--- config.mk ---
export PLATFORM = sky130hd
export DESIGN_NAME = fetch_queue
export DESIGN_NICKNAME = d
export VERILOG_FILES = /design/src/rtl/fetch_pkg.sv /design/src/rtl/fetch_fifo.sv /design/src/rtl/fetch_queue.sv
export SDC_FILE = /design/constraint.sdc
export NUM_CORES = 1
export LEC_CHECK = 0
export BUFFER_PORTS_ARGS = -buffer_cell sky130_fd_sc_hd__buf_2
export CAP_MARGIN = 30
export CORE_MARGIN = 2
export CORE_UTILIZATION = 55
export CTS_CLUSTER_DIAMETER = 100
export DETAILED_ROUTE_END_ITERATION = 8
export GPL_ROUTABILITY_DRIVEN = 0
export GPL_TIMING_DRIVEN = 0
export PLACE_DENSITY_LB_ADDON = 0.08
export SKIP_LAST_GASP = 1
export SLEW_MARGIN = 5
export SYNTH_ARGS = -nofsm -noshare
export SYNTH_HDL_FRONTEND = slang
export SYNTH_SLANG_ARGS = --single-unit
--- constraint.sdc ---
create_clock -name clk -period 16.5 [get_ports clk]
set_clock_uncertainty 0.05 [all_clocks]
set_input_delay 0 -clock clk [delete_from_list [all_inputs] [get_ports clk]]
set_output_delay 0 -clock clk [all_outputs]
set_load 0.05 [all_outputs]
--- src/rtl/fetch_pkg.sv ---
`default_nettype none
// ============================================================================
// Module      : fetch_pkg
// Description : Shared types and constants for the prefetching fetch stage.
//               FETCH_XLEN must match the XLEN parameter of fetch_queue.
// Revision    : 1.0 - initial release
// ============================================================================
package fetch_pkg;

    localparam int FETCH_XLEN = 32;

    // Canonical no-op (addi x0, x0, 0) shown on the instruction bus when idle.
    localparam logic [FETCH_XLEN-1:0] INSTR_NOP = 32'h0000_0013;

    // Sequential fetch increment.
    localparam logic [FETCH_XLEN-1:0] PC_STEP = 32'd4;

    typedef struct packed {
        logic [FETCH_XLEN-1:0] pc;
        logic [FETCH_XLEN-1:0] instr;
    } fetch_entry_t;

endpackage : fetch_pkg
`default_nettype wire

--- src/rtl/fetch_fifo.sv ---
`default_nettype none
// ============================================================================
// Module      : fetch_fifo
// Description : DEPTH-entry synchronous FIFO of {PC, instruction} pairs with
//               push, pop, synchronous flush and occupancy count.
//               DEPTH must be a power of two (pointers wrap naturally).
// Revision    : 1.0 - initial release
// ============================================================================
module fetch_fifo
    import fetch_pkg::*;
#(
    parameter int DEPTH = 4
) (
    input  logic                     clk,
    input  logic                     rst,
    input  logic                     i_flush,
    input  logic                     i_push,
    input  fetch_entry_t             i_push_data,
    input  logic                     i_pop,
    output fetch_entry_t             o_head,
    output logic [$clog2(DEPTH):0]   o_count,
    output logic                     o_empty
);

    localparam int PTR_W = $clog2(DEPTH);

    fetch_entry_t     r_mem [DEPTH];
    logic [PTR_W-1:0] r_wr_ptr;
    logic [PTR_W-1:0] r_rd_ptr;
    logic [PTR_W:0]   r_count;

    // Pointers, count and storage; flush discards everything including a same-cycle push/pop.
    always_ff @(posedge clk or posedge rst) begin
        if (rst) begin
            r_wr_ptr <= '0;
            r_rd_ptr <= '0;
            r_count  <= '0;
            for (int i = 0; i < DEPTH; i++) begin
                r_mem[i] <= '0;
            end
        end else if (i_flush) begin
            r_wr_ptr <= '0;
            r_rd_ptr <= '0;
            r_count  <= '0;
        end else begin
            if (i_push) begin
                r_mem[r_wr_ptr] <= i_push_data;
                r_wr_ptr        <= r_wr_ptr + PTR_W'(1);
            end
            if (i_pop) begin
                r_rd_ptr <= r_rd_ptr + PTR_W'(1);
            end
            case ({i_push, i_pop})
                2'b10:   r_count <= r_count + (PTR_W+1)'(1);
                2'b01:   r_count <= r_count - (PTR_W+1)'(1);
                default: r_count <= r_count;
            endcase
        end
    end

    assign o_head  = r_mem[r_rd_ptr];
    assign o_count = r_count;
    assign o_empty = (r_count == '0);

endmodule : fetch_fifo
`default_nettype wire

--- src/rtl/fetch_queue.sv ---
`default_nettype none
// ============================================================================
// Module      : fetch_queue
// Description : Fetch stage with PC generation, credit-based requests to a
//               1-cycle-latency instruction memory, epoch tagging of the
//               in-flight request and a prefetch FIFO towards decode.
//               Optional macro FETCH_BYPASS_EN: a current-epoch response
//               arriving while the FIFO is empty is forwarded to decode in
//               the same cycle.
// Revision    : 1.0 - initial release
// ============================================================================
module fetch_queue
    import fetch_pkg::*;
#(
    parameter int              XLEN     = 32,
    parameter int              DEPTH    = 4,
    parameter logic [XLEN-1:0] RESET_PC = 32'h0000_0000
) (
    input  logic                     clk,
    input  logic                     rst,
    input  logic                     redirect_i,
    input  logic [XLEN-1:0]          redirect_pc_i,
    input  logic                     predict_redirect_i,
    input  logic [XLEN-1:0]          predict_pc_i,
    output logic                     imem_req_o,
    output logic [XLEN-1:0]          imem_addr_o,
    input  logic [XLEN-1:0]          imem_rdata_i,
    output logic                     out_valid_o,
    input  logic                     out_ready_i,
    output logic [XLEN-1:0]          out_instr_o,
    output logic [XLEN-1:0]          out_pc_o,
    output logic [XLEN-1:0]          out_pc_plus4_o,
    output logic [$clog2(DEPTH):0]   occupancy_o
);

    localparam int              CNT_W   = $clog2(DEPTH) + 1;
    localparam logic [CNT_W:0]  c_depth = (CNT_W+1)'(DEPTH);

    logic              r_hold_req;
    logic [XLEN-1:0]   r_pc;
    logic              r_inflight;
    logic              r_inflight_epoch;
    logic [XLEN-1:0]   r_inflight_pc;
    logic              r_epoch;

    fetch_entry_t      w_head;
    fetch_entry_t      w_push_data;
    fetch_entry_t      w_out_entry;
    logic [CNT_W-1:0]  w_count;
    logic [CNT_W:0]    w_credit_used;
    logic              w_empty;
    logic              w_head_valid;
    logic              w_resp_valid;
    logic              w_push;
    logic              w_pop;
    logic              w_req;
    logic              w_out_valid;

    assign w_head_valid = !w_empty;

    // A response is kept only if it belongs to the current epoch and no
    // redirect is flushing the queue this cycle.
    assign w_resp_valid = r_inflight && (r_inflight_epoch == r_epoch) && !redirect_i;
    assign w_push_data  = {r_inflight_pc, imem_rdata_i};

    // Slots already promised: stored entries plus the outstanding response.
    assign w_credit_used = {1'b0, w_count} + {{CNT_W{1'b0}}, r_inflight};

    // No request while the redirect is being taken: its response would land
    // after the flush and only waste a memory access.
    assign w_req = !r_hold_req && !redirect_i && ((w_credit_used < c_depth) || w_pop);

`ifdef FETCH_BYPASS_EN
    logic w_bypass;

    assign w_bypass = w_resp_valid && w_empty;
    assign w_push   = w_resp_valid && !(w_bypass && out_ready_i);
    assign w_pop    = w_head_valid && out_ready_i && !redirect_i;

    // Decode sees the FIFO head, or the live response when the FIFO is empty.
    always_comb begin
        w_out_entry = w_head;
        w_out_valid = w_head_valid;
        if (w_bypass) begin
            w_out_entry = w_push_data;
            w_out_valid = 1'b1;
        end
    end
`else
    assign w_push = w_resp_valid;
    assign w_pop  = w_head_valid && out_ready_i && !redirect_i;

    // Decode sees the registered FIFO head only.
    always_comb begin
        w_out_entry = w_head;
        w_out_valid = w_head_valid;
    end
`endif

    fetch_fifo #(
        .DEPTH (DEPTH)
    ) u_fifo (
        .clk         (clk),
        .rst         (rst),
        .i_flush     (redirect_i),
        .i_push      (w_push),
        .i_push_data (w_push_data),
        .i_pop       (w_pop),
        .o_head      (w_head),
        .o_count     (w_count),
        .o_empty     (w_empty)
    );

    // Suppress requests during reset and for the first cycle after it.
    always_ff @(posedge clk or posedge rst) begin
        if (rst) begin
            r_hold_req <= 1'b1;
        end else begin
            r_hold_req <= 1'b0;
        end
    end

    // Fetch PC: resolved redirect, then predictor, then sequential advance.
    always_ff @(posedge clk or posedge rst) begin
        if (rst) begin
            r_pc <= RESET_PC;
        end else if (redirect_i) begin
            r_pc <= redirect_pc_i;
        end else if (predict_redirect_i) begin
            r_pc <= predict_pc_i;
        end else if (w_req) begin
            r_pc <= r_pc + XLEN'(PC_STEP);
        end
    end

    // Track the single outstanding request with its PC and epoch tag.
    always_ff @(posedge clk or posedge rst) begin
        if (rst) begin
            r_inflight       <= 1'b0;
            r_inflight_epoch <= 1'b0;
            r_inflight_pc    <= '0;
        end else begin
            r_inflight <= w_req;
            if (w_req) begin
                r_inflight_epoch <= r_epoch;
                r_inflight_pc    <= r_pc;
            end
        end
    end

    // Each resolved redirect starts a new epoch, invalidating older responses.
    always_ff @(posedge clk or posedge rst) begin
        if (rst) begin
            r_epoch <= 1'b0;
        end else if (redirect_i) begin
            r_epoch <= ~r_epoch;
        end
    end

    assign imem_req_o     = w_req;
    assign imem_addr_o    = r_pc;
    assign out_valid_o    = w_out_valid;
    assign out_instr_o    = w_out_valid ? w_out_entry.instr : INSTR_NOP;
    assign out_pc_o       = w_out_entry.pc;
    assign out_pc_plus4_o = w_out_entry.pc + PC_STEP;
    assign occupancy_o    = w_count;

endmodule : fetch_queue
`default_nettype wire

# Yosys cells after proc, flatten, opt, wreduce, memory -nomap -nowiden
# Cells that the tools add are included.
# totals
reg_bits,331
output_inout_bits,133
inputBits,101
elab_cells,68
# classes
n_reduce_logical,17
addsub,7
bitwise,4
mux,16
order_cmp,4
n_eq_ne,3
# ops
op,n
bitwise mux 256 bit,1
2-to-1 mux 64 bit,3
binary-select mux 64 bit (select 2 bit),1
demux 64 bit (select 2 bit),1
2-to-1 mux 32 bit,4
adder 32 x 3 -> 32 bit (second input constant),2
2-to-1 mux 2 bit,4
logical AND 1 bit,7
>= comparator 3 bit (second input constant),2
inverter 2 -> 3 bit,2
case mux 3 bit (2 select lines),1
nonzero test 3 bit,2
adder 2 x 1 -> 2 bit (second input constant),2
adder 3 x 1 -> 4 bit,1
< comparator 4 x 3 -> 1 bit (second input constant),1
nonzero test 2 bit,2
adder 3 x 1 -> 3 bit (second input constant),1
logical NOT 1 bit,3
logical NOT 3 bit,1
< comparator 3 x 1 -> 1 bit (second input constant),1
2-to-1 mux 3 bit,1
subtractor 3 x 1 -> 3 bit (second input constant),1
== test 2 x 1 -> 1 bit (second input constant),1
== test 2 bit (second input constant),1
other kinds (4),5

# Depth between registers and ports, before layout
# depth
depth_word,9
ltp_mapped,9
ltp_nobuf,9

# Cells and area by module
# A second synthesis with hierarchy kept.
# hier_totals
hier_cells,1142
hier_area_um2,17186.5
# by_module_without_submodules
mod,area_each_um2,seq_area_each_um2,n_inst,cells_each
fetch_fifo,12714.7,6581.3,1,658
fetch_queue,4471.8,1702.9,1,484

# Least setup slack after synthesis
# No wires, ideal clock.
# synth_path
path_type,reg2out
startpoint,reg u_fifo.r_rd_ptr[1]
endpoint,out out_pc_plus4_o[28]
n_path_buf,3
path_stages_with_launch,9
slack_ns,13.176
arrival_ns,3.274
required_ns,16.450
path_cell_list,dfrtp_1 buf_6 mux4_1 nand4_2 or4_1 buf_2 buf_6 nor4_2 xor2_1
# synth_between
elab_chain_cells,5
# synth_rtl
element,line,rtl
start: declaration,fetch_fifo.sv:29,logic [PTR_W-1:0] r_rd_ptr;
start signal: assignment,fetch_fifo.sv:51,r_rd_ptr <= r_rd_ptr + PTR_W'(1);
inverter 2 -> 3 bit (implied by the code),fetch_fifo.sv:61,assign o_head = r_mem[r_rd_ptr];
binary-select mux 64 bit (select 2 bit),fetch_fifo.sv:61,
2-to-1 mux 64 bit (implied by the code) (2 in a row),fetch_fifo.sv:61,
named net out_pc_o[14],fetch_queue.sv:31,"output logic [XLEN-1:0] out_pc_o,"
adder 32 x 3 -> 32 bit,fetch_queue.sv:165,assign out_pc_plus4_o = w_out_entry.pc + PC_STEP;
end: declaration,fetch_queue.sv:32,"output logic [XLEN-1:0] out_pc_plus4_o,"
# The timed path passes the listed nets, and every way through them passes these cells. The select of a mux whose other input is x is not followed.

# Worst setup path in the final report
# layout_path
startpoint,reg u_fifo.r_rd_ptr[0]
endpoint,out out_pc_plus4_o[14]
# layout_between
elab_chain_cells,5
# layout_rtl
element,line
inverter 2 -> 3 bit (implied by the code),fetch_fifo.sv:61
binary-select mux 64 bit (select 2 bit),fetch_fifo.sv:61
2-to-1 mux 64 bit (implied by the code) (2 in a row),fetch_fifo.sv:61
adder 32 x 3 -> 32 bit,fetch_queue.sv:165
# Every way passes these cells. The select of a mux whose other input is x is not followed.

==> qor.log <==
[sta] ratio of final minimum period to clock period 23.8%
[power] Gate power share 44.0%
[synth] synth unique cells 59
[global_routing] global-route wire length before repair 64,600 µm
[worst_setup_path] kind of start point of the critical path register
[synth] Netlist Area Pre-Place 15,900 µm²
[synth] top post-synthesis cells by area sky130_fd_sc_hd__dfrtp_1 52%, sky130_fd_sc_hd__mux2_2 21%, sky130_fd_sc_hd__mux4_2 8.5%
[synth] most common cell in the netlist sky130_fd_sc_hd__dfrtp_1
[worst_setup_path] required arrival time at the worst endpoint 16.45 ns
[layout] growth of design area from synthesis to finish 25.0%
[worst_setup_path] cell type group with the largest total delay on the critical path simple AND/OR/NAND/NOR gates
[detailed_routing] vias 11,310
[detailed_routing] violation count after the first detailed-route iteration 742
[detailed_routing] Total Routed Length 40,700 µm
[layout] layout cell share with drive strength beyond 1 42.8%
[worst_setup_path] reg-to-reg setup timing slack 12.95 ns
[detailed_routing] residual DRC count 0
[synth] proportion of synthesized chip area in sequential cells 52.3%
[power] Int Power 2.04 mW
[power] PwrDens 177 nW/µm²
[cts] clock tree buffer depth 3
[layout] Net count, final 1,639
[synth] number of flops mapped to enable cells by yosys 0
[synth] Synth area leader sky130_fd_sc_hd__dfrtp_1
[worst_setup_path] crit path kind reg2out
[synth] Syn Inst Count 1,157
[cts] sinks on the clock net 331
[detailed_routing] average wire per standard cell 21.0 µm
[synth] top cells by count, synth 330 x sky130_fd_sc_hd__dfrtp_1, 289 x sky130_fd_sc_hd__mux2_2, 60 x sky130_fd_sc_hd__mux4_2, 50 x sky130_fd_sc_hd__nand2_1, 48 x sky130_fd_sc_hd__clkbuf_1
[worst_setup_path] beginning of the worst register-to-register path u_fifo.o_count[0]
[power] switching fraction of total power 41.8%
[power] worst IR drop on VDD 0.115 mV
[cts] hold buffers post-CTS 100
[cts] clock tree from TritonCTS yes
[worst_setup_path] critical register-to-register path endpoint imem_addr_o[30]
[sta] setup TNS after final layout 0 ns
[power] leakage power summed over all cells 9.38 nW
[cts] clk slew on worst S/H paths 0.06 ns
[sta] measured slew at the worst slew-check pin 0.922 ns
[placed_design] half-perimeter wire length after placement 27,800 µm
[global_routing] GRT Overall Usage 27.4%
[detailed_routing] ratio of routed vias to standard cells 5.82
[sta] fmax 255 MHz
[cts] source-to-sink clock delay at the later pin of the worst-skew pair 0.51 ns
[worst_setup_path] worst setup path startpoint u_fifo.r_rd_ptr[0]
[floorplan] initial cell density of the core 55.5%
[worst_setup_path] cell with the most instances on the worst path sky130_fd_sc_hd__buf_2
[cts] Inserted Clock Buffers 37
[worst_setup_path] Critical Path Sink out_pc_plus4_o[14]
[synth] Post-Synthesis Mean Instance Area 13.7 µm²
[floorplan] width of the die 174 µm
[worst_setup_path] element type at the critical path end output port
[cts] buffers inserted during post-CTS setup optimization 0
[global_routing] pin count of the biggest net entering global routing 114
[worst_setup_path] Worst path max stage delay 0.58 ns
[worst_setup_path] data arrival time of the critical path 3.87 ns
[floorplan] number of primary I/O pins 234
[hold_path] worst min-delay path class in2async
[cts] count of cells resized by post-cts repair 0
[worst_setup_path] crit path buf inv count 3
[synth] share of Yosys cell area claimed by the top area cell type 52.1%
[layout] Core Util, Final 69.4%
[sta] Hold Vio Cnt, Final 0
[power] proportion of power drawn by the clock network 23.3%
[detailed_routing] number of antenna-violating nets in the routed design 0
[worst_setup_path] count of cells along the worst register-to-register path 7
[global_routing] antenna violations before repair 0
[synth] Primary FF master, synth sky130_fd_sc_hd__dfrtp_1
[power] Sequential Power Share 32.7%
[global_routing] via count of the first global-routing pass 11,565
[sta] number of endpoints failing setup at the final stage 0
[detailed_routing] number of detailed-route iterations in the first pass 5
[cts] CTS H-tree depth 2
[worst_setup_path] cell-by-cell trace of the critical path buf_2 > buf_2 > mux4_2 > ha_1 > nand4_1 > nor2_1 > nand4_1 > xnor2_1 > buf_2
[worst_setup_path] CP max FO 10
[power] net switching power of the design 1.46 mW
[synth] post-synthesis async set-or-reset flop share 100%
[worst_setup_path] Slowest-stage cell, CP sky130_fd_sc_hd__nand4_1
[cts] clock root cell sky130_fd_sc_hd__clkbuf_16
[run] number of max-cap violations 0
[global_routing] total congestion overflow 0
[floorplan] area of the core region 28,500 µm²
[worst_setup_path] depth of the critical timing path with buffers and inverters included 9
[run_status] outcome completed
[placed_design] number of buffers inserted by port buffering 232
[sta] tightest slew margin relative to the limit 38.3%
[synth] synth warn 0
[synth] Synth Net Count 1,265
[floorplan] cell row count 62
[floorplan] die area 30,200 µm²
[sta] crit path time final 3.92 ns
[sta] Slew Limit Fails 0
[sta] setup repair after global routing missed its margin no
[floorplan] height of the die 174 µm
[synth] #FFs+latches synth 331
[sta] Fin Hold WS 0.0168 ns
[layout make-up]
| cell class | count | area, µm² |
|---|---|---|
| inverters | 19 | 78.8 |
| clock inverters | 8 | 68.8 |
| diodes | 1 | 2.50 |
| multi-input cells | 737 | 7180 |
| clock buffers | 59 | 1160 |
| repair buffers | 335 | 2240 |
| plain buffers | 70 | 317 |
| flip-flops and latches | 331 | 8280 |
| fillers | 2159 | 8730 |
| well taps | 384 | 480 |
[cells in the final DEF (no fill, tap or decap), drive strengths merged, types with 2 or more instances in the layout]
master | netlist | layout
dfrtp | 330 | 330
mux2 | 289 | 289
buf | 22 | 257
clkbuf | 48 | 107
dlygate4sd3 | 0 | 100
mux4 | 64 | 64
nand2 | 50 | 50
and2 | 38 | 38
nor2 | 29 | 29
xnor2 | 26 | 26
xor2 | 26 | 26
o21ai | 22 | 22
nor3 | 19 | 19
nand3 | 19 | 19
inv | 18 | 19
a21oi | 16 | 16
nand4 | 16 | 16
nor4 | 15 | 15
and3 | 12 | 12
mux2i | 10 | 10
and4 | 9 | 9
a31oi | 9 | 9
a22oi | 7 | 7
o31ai | 7 | 7
clkinv | 1 | 7
ha | 6 | 6
or3 | 5 | 5
nand2b | 5 | 5
o221ai | 4 | 4
or2 | 3 | 3
o211ai | 3 | 3
o21a | 3 | 3
a311oi | 3 | 3
o31a | 3 | 3
or4 | 2 | 2
o22ai | 2 | 2
o2111ai | 2 | 2
[per-layer routing]
| layer | vias up | routed length [µm] | track usage (%) |
|---|---|---|---|
| li1 | 5022 | - | - |
| met1 | 5829 | 18300 | 39.6 |
| met2 | 378 | 19200 | 43.2 |
| met3 | 81 | 2140 | 3.77 |
| met4 | 0 | 1140 | 9.24 |
| met5 | - | 0 | 0 |
[worst min path at each step]
stage	start	endpoint	slack [ns]	depth (start not counted)
2_1_floorplan	redirect_pc_i[0]	imem_addr_o[0]	0.07	2
3_3_place_gp	redirect_pc_i[17]	imem_addr_o[17]	0.16	3
3_5_place_dp	rst	u_fifo.r_mem[89]	0.005	2
4_1_cts	rst	u_fifo.r_mem[12]	0.003	3
5_1_grt	rst	u_fifo.r_mem[89]	0.05	3
6_report	rst	u_fifo.r_mem[154]	0.02	3
[worst min-delay path: stages]
cell and delay [ns]:
sky130_fd_sc_hd__dlygate4sd3_1 0.54, sky130_fd_sc_hd__buf_2 0.15, sky130_fd_sc_hd__inv_8 0.30
[through the flow]
| stage | cells | power (mW) | cell area (µm²) | setup WS, ns |
|---|---|---|---|---|
| global placement | 1773 | 2.65 | 17500 | 3.65 |
| floorplan | 1157 | 2.31 | 15900 | 7.28 |
| detailed placement | 1776 | 2.67 | 17600 | 13.14 |
| CTS | 1943 | 3.52 | 19800 | 12.59 |
| global route | 1943 | 3.66 | 19800 | 12.37 |
| finish | 1944 | 3.50 | 19800 | 12.58 |
[cells by family (layout without fill, tap and decap cells)]
family / count (synthesis) / in the layout / synth area share (%)
AOI/OAI and AO/OA: 90 / 90 / 3.76
xor gates and xnor gates: 52 / 52 / 2.87
adders and majority gates: 7 / 7 / 0.600
buffers and inverters: 89 / 491 / 2.45
DFF: 331 / 331 / 52.3
muxes: 363 / 363 / 30.4
other: 1 / 2 / 0.0237
and+or+nand+nor: 224 / 224 / 7.68
[state kept, by name, summed over array words and instances, names as in the netlist, 2 cells and up]
| signal | count |
|---|---|
| u_fifo.r_rd_ptr | 2 |
| u_fifo.o_count | 3 |
| u_fifo.r_wr_ptr | 2 |
| r_inflight_pc | 32 |
| u_fifo.r_mem | 256 |
| imem_addr_o | 32 |
[power groups by stage]
stage,combinational (mW),clock [mW],sequential (mW)
after global placement,1.50,0,1.15
after floorplan,1.17,0,1.15
final,1.54,0.817,1.15
after detailed placement,1.52,0,1.16
after global routing,1.62,0.868,1.17
after CTS,1.55,0.831,1.14
Note: power is estimated with default switching activity, not from simulation.
